## config.mk

```make
export PLATFORM = sky130hd
export DESIGN_NAME = regfile_operand_fetch_flat
export DESIGN_NICKNAME = d
export VERILOG_FILES = /design/src/rtl/regfile_operand_fetch_if.sv /design/src/rtl/regfile_operand_fetch.sv /design/src/flat_wrapper.sv
export SDC_FILE = /design/constraint.sdc
export NUM_CORES = 1
export LEC_CHECK = 0
export BUFFER_PORTS_ARGS = -buffer_cell sky130_fd_sc_hd__buf_2
export CAP_MARGIN = 0
export CORE_MARGIN = 3
export CORE_UTILIZATION = 45
export CTS_BUF_LIST = sky130_fd_sc_hd__clkbuf_4
export DETAILED_ROUTE_END_ITERATION = 16
export PLACE_DENSITY = 0.75
export SYNTH_ARGS = -nofsm -noshare
export SYNTH_HDL_FRONTEND = slang
export SYNTH_SLANG_ARGS = --single-unit
```

## constraint.sdc

```tcl
create_clock -name clock -period 4 [get_ports clock]
set_clock_uncertainty 0.05 [all_clocks]
set_input_delay 0.2 -clock clock [delete_from_list [all_inputs] [get_ports clock]]
set_output_delay 0.2 -clock clock [all_outputs]
set_load 0.005 [all_outputs]
```

## src/rtl/regfile_operand_fetch_if.sv

```systemverilog
// Handshake and register-file bus for the operand-fetch stage.
// The slave modport is the fetch stage; the master modport is its surroundings
// (upstream issue, register file read/writeback ports and downstream consumer).
interface regfile_operand_fetch_if #(
  parameter int DATA_W = 32,
  parameter int ADDR_W = 5,
  parameter int CNT_W  = 16
);
  logic              in_valid;
  logic              in_ready;
  logic [31:0]       in_instr;
  logic [ADDR_W-1:0] rf_rdReg1;
  logic [ADDR_W-1:0] rf_rdReg2;
  logic [DATA_W-1:0] rf_rdData1;
  logic [DATA_W-1:0] rf_rdData2;
  logic              wb_write;
  logic [ADDR_W-1:0] wb_reg;
  logic [DATA_W-1:0] wb_data;
  logic              out_valid;
  logic              out_ready;
  logic [31:0]       out_instr;
  logic [DATA_W-1:0] out_op1;
  logic [DATA_W-1:0] out_op2;
  logic [CNT_W-1:0]  stall_cycles;
  logic [CNT_W-1:0]  bypass_events;

  modport slave (
    input  in_valid, in_instr, rf_rdData1, rf_rdData2,
           wb_write, wb_reg, wb_data, out_ready,
    output in_ready, rf_rdReg1, rf_rdReg2,
           out_valid, out_instr, out_op1, out_op2, stall_cycles, bypass_events
  );

  modport master (
    output in_valid, in_instr, rf_rdData1, rf_rdData2,
           wb_write, wb_reg, wb_data, out_ready,
    input  in_ready, rf_rdReg1, rf_rdReg2,
           out_valid, out_instr, out_op1, out_op2, stall_cycles, bypass_events
  );
endinterface

```

## src/rtl/regfile_operand_fetch.sv

```systemverilog
// Operand-fetch stage: reads rs/rt from the register file, bypasses writebacks
// landing on the capture edge, and keeps a held entry coherent with later
// writebacks while the consumer stalls. One-entry output register.
module regfile_operand_fetch #(
  parameter int DATA_W = 32,
  parameter int ADDR_W = 5,
  parameter int CNT_W  = 16
) (
  input logic                  clock,
  input logic                  reset_n,
  regfile_operand_fetch_if.slave bus
);

  logic              out_valid_q, out_valid_d;
  logic [31:0]       out_instr_q, out_instr_d;
  logic [DATA_W-1:0] out_op1_q, out_op1_d;
  logic [DATA_W-1:0] out_op2_q, out_op2_d;
  logic [CNT_W-1:0]  stall_q, stall_d;
  logic [CNT_W-1:0]  bypass_q, bypass_d;

  logic [ADDR_W-1:0] rs_in, rt_in, rs_held, rt_held;
  logic              accept, hold;
  logic              cap_byp1, cap_byp2, ref_byp1, ref_byp2;
  logic [1:0]        bypass_inc;

  function automatic logic [CNT_W-1:0] sat_add(input logic [CNT_W-1:0] cnt,
                                               input logic [1:0] inc);
    logic [CNT_W:0] sum;
    sum = {1'b0, cnt} + {{(CNT_W-1){1'b0}}, inc};
    return sum[CNT_W] ? {CNT_W{1'b1}} : sum[CNT_W-1:0];
  endfunction

  // Register-file addresses go straight out of the incoming instruction.
  assign rs_in         = bus.in_instr[21 +: ADDR_W];
  assign rt_in         = bus.in_instr[16 +: ADDR_W];
  assign rs_held       = out_instr_q[21 +: ADDR_W];
  assign rt_held       = out_instr_q[16 +: ADDR_W];
  assign bus.rf_rdReg1 = rs_in;
  assign bus.rf_rdReg2 = rt_in;

  // Ready is the only path from out_ready; held low while in reset.
  assign bus.in_ready = reset_n & (~out_valid_q | bus.out_ready);
  assign accept       = bus.in_valid & bus.in_ready;
  assign hold         = out_valid_q & ~bus.out_ready;

  // Next-state: capture with same-edge bypass, drain, or hold with writeback snoop.
  always_comb begin
    out_valid_d = out_valid_q;
    out_instr_d = out_instr_q;
    out_op1_d   = out_op1_q;
    out_op2_d   = out_op2_q;
    stall_d     = stall_q;
    cap_byp1    = bus.wb_write && (bus.wb_reg == rs_in) && (rs_in != '0);
    cap_byp2    = bus.wb_write && (bus.wb_reg == rt_in) && (rt_in != '0);
    ref_byp1    = bus.wb_write && (bus.wb_reg == rs_held) && (rs_held != '0);
    ref_byp2    = bus.wb_write && (bus.wb_reg == rt_held) && (rt_held != '0);
    bypass_inc  = 2'd0;

    if (accept) begin
      out_valid_d = 1'b1;
      out_instr_d = bus.in_instr;
      // $0 always reads as zero, even if something tries to write it.
      out_op1_d   = (rs_in == '0) ? '0 : (cap_byp1 ? bus.wb_data : bus.rf_rdData1);
      out_op2_d   = (rt_in == '0) ? '0 : (cap_byp2 ? bus.wb_data : bus.rf_rdData2);
      bypass_inc  = {1'b0, cap_byp1} + {1'b0, cap_byp2};
    end else if (hold) begin
      if (ref_byp1) out_op1_d = bus.wb_data;
      if (ref_byp2) out_op2_d = bus.wb_data;
      bypass_inc  = {1'b0, ref_byp1} + {1'b0, ref_byp2};
    end else if (out_valid_q) begin
      out_valid_d = 1'b0;
    end

    if (hold) stall_d = sat_add(stall_q, 2'd1);
    bypass_d = sat_add(bypass_q, bypass_inc);
  end

  // All stage state; reset discards any held entry.
  always_ff @(posedge clock or negedge reset_n) begin
    if (!reset_n) begin
      out_valid_q <= 1'b0;
      out_instr_q <= '0;
      out_op1_q   <= '0;
      out_op2_q   <= '0;
      stall_q     <= '0;
      bypass_q    <= '0;
    end else begin
      out_valid_q <= out_valid_d;
      out_instr_q <= out_instr_d;
      out_op1_q   <= out_op1_d;
      out_op2_q   <= out_op2_d;
      stall_q     <= stall_d;
      bypass_q    <= bypass_d;
    end
  end

  assign bus.out_valid     = out_valid_q;
  assign bus.out_instr     = out_instr_q;
  assign bus.out_op1       = out_op1_q;
  assign bus.out_op2       = out_op2_q;
  assign bus.stall_cycles  = stall_q;
  assign bus.bypass_events = bypass_q;

endmodule

```

## src/flat_wrapper.sv

```systemverilog
// flat-port wrapper written by rule: the top's interface ports become plain ports
module regfile_operand_fetch_flat 
#(
  parameter int DATA_W = 32,
  parameter int ADDR_W = 5,
  parameter int CNT_W  = 16
)
  (clock, reset_n, bus_in_valid, bus_in_instr, bus_rf_rdData1, bus_rf_rdData2, bus_wb_write, bus_wb_reg, bus_wb_data, bus_out_ready, bus_in_ready, bus_rf_rdReg1, bus_rf_rdReg2, bus_out_valid, bus_out_instr, bus_out_op1, bus_out_op2, bus_stall_cycles, bus_bypass_events);
  regfile_operand_fetch_if #(.DATA_W(DATA_W), .ADDR_W(ADDR_W), .CNT_W(CNT_W)) bus_i ();
  input logic clock;
  input logic reset_n;
  input wire logic [$bits(bus_i.in_valid)-1:0] bus_in_valid;
  input wire logic [$bits(bus_i.in_instr)-1:0] bus_in_instr;
  input wire logic [$bits(bus_i.rf_rdData1)-1:0] bus_rf_rdData1;
  input wire logic [$bits(bus_i.rf_rdData2)-1:0] bus_rf_rdData2;
  input wire logic [$bits(bus_i.wb_write)-1:0] bus_wb_write;
  input wire logic [$bits(bus_i.wb_reg)-1:0] bus_wb_reg;
  input wire logic [$bits(bus_i.wb_data)-1:0] bus_wb_data;
  input wire logic [$bits(bus_i.out_ready)-1:0] bus_out_ready;
  output wire logic [$bits(bus_i.in_ready)-1:0] bus_in_ready;
  output wire logic [$bits(bus_i.rf_rdReg1)-1:0] bus_rf_rdReg1;
  output wire logic [$bits(bus_i.rf_rdReg2)-1:0] bus_rf_rdReg2;
  output wire logic [$bits(bus_i.out_valid)-1:0] bus_out_valid;
  output wire logic [$bits(bus_i.out_instr)-1:0] bus_out_instr;
  output wire logic [$bits(bus_i.out_op1)-1:0] bus_out_op1;
  output wire logic [$bits(bus_i.out_op2)-1:0] bus_out_op2;
  output wire logic [$bits(bus_i.stall_cycles)-1:0] bus_stall_cycles;
  output wire logic [$bits(bus_i.bypass_events)-1:0] bus_bypass_events;
  assign bus_i.in_valid = bus_in_valid;
  assign bus_i.in_instr = bus_in_instr;
  assign bus_i.rf_rdData1 = bus_rf_rdData1;
  assign bus_i.rf_rdData2 = bus_rf_rdData2;
  assign bus_i.wb_write = bus_wb_write;
  assign bus_i.wb_reg = bus_wb_reg;
  assign bus_i.wb_data = bus_wb_data;
  assign bus_i.out_ready = bus_out_ready;
  assign bus_in_ready = bus_i.in_ready;
  assign bus_rf_rdReg1 = bus_i.rf_rdReg1;
  assign bus_rf_rdReg2 = bus_i.rf_rdReg2;
  assign bus_out_valid = bus_i.out_valid;
  assign bus_out_instr = bus_i.out_instr;
  assign bus_out_op1 = bus_i.out_op1;
  assign bus_out_op2 = bus_i.out_op2;
  assign bus_stall_cycles = bus_i.stall_cycles;
  assign bus_bypass_events = bus_i.bypass_events;
  regfile_operand_fetch #(.DATA_W(DATA_W), .ADDR_W(ADDR_W), .CNT_W(CNT_W)) u_core (.clock(clock), .reset_n(reset_n), .bus(bus_i));
endmodule
```

==> impl_metrics.toml <==
[outcome]
status = "completed"

[place]
numPortBuffers = 277
preCtsSetupSlack_ps = 504
placed_area_mm2 = 0.00820
routabilityCongestion = 0.864
dp_hpwl_mm = 14.9

[die]
initial_core_util_pct = 46.5
die_w_um = 129
core.rowCount = 44
dieArea_mm2 = 0.0167
io_pins = 278
die_h_um = 129
core_mm2 = 0.0147

[global_routing]
track_usage_pct = 27.9
grt_pass1_wl_mm = 36.6
grt_max_degree = 69
antenna_found_initial = 1
gr-total-overflow = 0
grt_pass1_vias = 7222

[synthesis]
yosysMostFrequentCell = "nand2_1"
synth_seq_area_share_pct = 47.2
synth_edf_count = 0
synth_top_area_cell = "dfrtp_1"
synthCells = 693
synth-main-ff-cell = "dfrtp_1"
syn-num-nets = 837
synth-warning-count = 0
netlist_top_cells_count = "nand2_1, dfrtp_1, o21ai_0, inv_1, o21ai_1"
syn_area_mm2 = 0.00684
synth_area_per_cell_um2 = 9.87
yosys.area.top_type_share_pct = 47.2
async_flop_share_pct = 100
synth_area_leaders = "dfrtp_1, nand2_1, a2bb2oi_2"
ys_ff_latch = 129
ys_types = 55

[cts]
cts_max_level = 4
clkLatencyLatePin_ps = 520
root_buffer = "clkbuf_4"
cts_setup_buffers = 0
clock_sinks = 129
cts.clk_slew.worst_paths_ps = 130
clk_path_buf_depth = 2
ctsResizeCount = 0
cts_tree = "built"
numCtsBuffers = 17

[finish]
synthToLayoutAreaGrowth_pct = 43.0
post-route-util_pct = 66.5
drive_above_1_share_pct = 33.8
fin_area_mm2 = 0.00978
nets = 1218

[sta]
timing.final.ws_setup_ps = 411
hold_viol = 0
period_minus_slack_ps = 3590
tightestPinTransition_ps = 1140
post-route-period-util_pct = 89.7
fmax_mhz = 279
setup-tns-final_ps = 0
max_slew_margin_pct = 24.0
grt_setup_unrepaired = "no"
slew_viol_final = 0
setup_viol = 0

[worst_setup_path]
path_class = "in2reg"
critPathLaunchType = "input port"
cp-end-kind = "flip-flop"
required_ps = 4390
cp_max_fo = 13
cp.arrival_ps = 3980

[run]
max_cap_violations = 0

[power_and_ir_drop]
max-vdd-ir-drop_uv = 222
cellLeakagePower_nw = 5.00
cellPowerDensity_mw_per_mm2 = 372
power.total_w = 0.00363

[detailed_routing]
vias = 7126
drc = 0
drtAntennaViolNets = 0
viasPerCell = 5.60
routedWlPerCell_um = 18.5
first_pass_iters = 5
routed_wl_mm = 23.6
drt_iter0_markers = 430

[min_path]
hold_class = "in2reg"
[per-layer routing]
metal / vias up / track usage, % / routed length (µm)
met2: 369 / 46.3 / 11600
met1: 3448 / 33.6 / 9350
li1: 3216 / - / -
met4: 0 / 15.3 / 1040
met5: - / 0 / 0
met3: 93 / 6.76 / 1670
[per-stage QoR]
step                hold slack, ps  cells
CTS                           5.10   1270
finish                        41.3   1273
global route                  10.3   1272
floorplan                     -146    693
global placement               342   1113
detailed placement             342   1113
[cell families (layout without fill, tap and decap cells)]
logic type               count (synthesis)  count (layout)  share of synthesized area [%]
AO/OA/AOI/OAI                          204             204                           23.1
XOR/XNOR                                38              38                           4.87
adder cells (fa/ha/maj)                  6               6                           1.21
buffers and inverters                   87             480                           7.19
flip-flops                             129             129                           47.2
multiplexers                             2               2                          0.311
other                                    0               3                              0
AND/OR/NAND/NOR                        227             227                           16.1
[final cells by class]
class                   instances  area, µm²
fillers                      1162       4920
clock inverters                13        169
repair buffers                413       2730
multi-input cells             477       3140
clock buffers                  18        135
inverters                      36        135
diodes                          3       7.51
flip-flops and latches        129       3230
well taps                     184        230
[cell usage in the layout (no fill, tap or decap), types with 7 or more instances in the layout]
cell type	count
a32oi_1	32
o21ai_0	56
a22o_1	29
buf_2	276
clkbuf_4	18
a2bb2oi_2	24
dlygate4sd3_1	126
inv_1	36
xnor2_1	14
nor2_2	7
dfrtp_1	129
buf_4	10
nand3_1	19
o21ai_1	33
nand2_1	136
o31ai_1	10
xor2_1	24
nor2_1	16
[worst max-delay path: stages]
cell           delay, ps
dlygate4sd3_1        560
buf_2                160
or4_4                550
nor2_4               120
nand3b_4             140
inv_1                 50
ha_1                 280
a22o_1               150
ha_1                 190
fa_1                 250
inv_1                 70
nor3_2               420
and3_1               270
nand3_1              380
o21ai_0              200
[flip-flops by register name, indices dropped and copies added (netlist names)]
| signal | flops |
|---|---|
| u_core.bus.out_valid | 1 |
| u_core.bus.stall_cycles | 16 |
| u_core.bus.out_op1 | 32 |
| u_core.bus.out_instr | 32 |
| u_core.bus.bypass_events | 16 |
| u_core.bus.out_op2 | 32 |
[report_power, final]
part / switching [W] / total, W / internal, W / leakage, nW
combinational: 0.000466 / 0.000991 / 0.000525 / 3.22
sequential: 0.000151 / 0.00165 / 0.00150 / 1.63
clock: 0.000498 / 0.000988 / 0.000490 / 0.158
[worst paths after layout]
check,from,end,slack (ps),cells after the start
worst max-delay path,bus_in_instr[22],u_core.bus.bypass_events[5],410,15
worst min-delay path,bus_rf_rdData1[18],u_core.bus.out_op1[18],40,4
worst max register to register,u_core.bus.out_instr[21],u_core.bus.bypass_events[5],580,12
worst min register to register,u_core.bus.out_instr[31],u_core.bus.out_instr[31],430,2
max in group asynchronous,reset_n,u_core.bus.out_op2[3],2170,4
min in group asynchronous,reset_n,u_core.bus.bypass_events[7],400,3
[what timing repair did]
| action | CTS | global route |
|---|---|---|
| endpoints found under the setup margin | 0 | 0 |
| hold buffers | 126 | 0 |
| endpoints found under the hold margin | 160 | 0 |
Note: power is estimated with default switching activity, not from simulation.
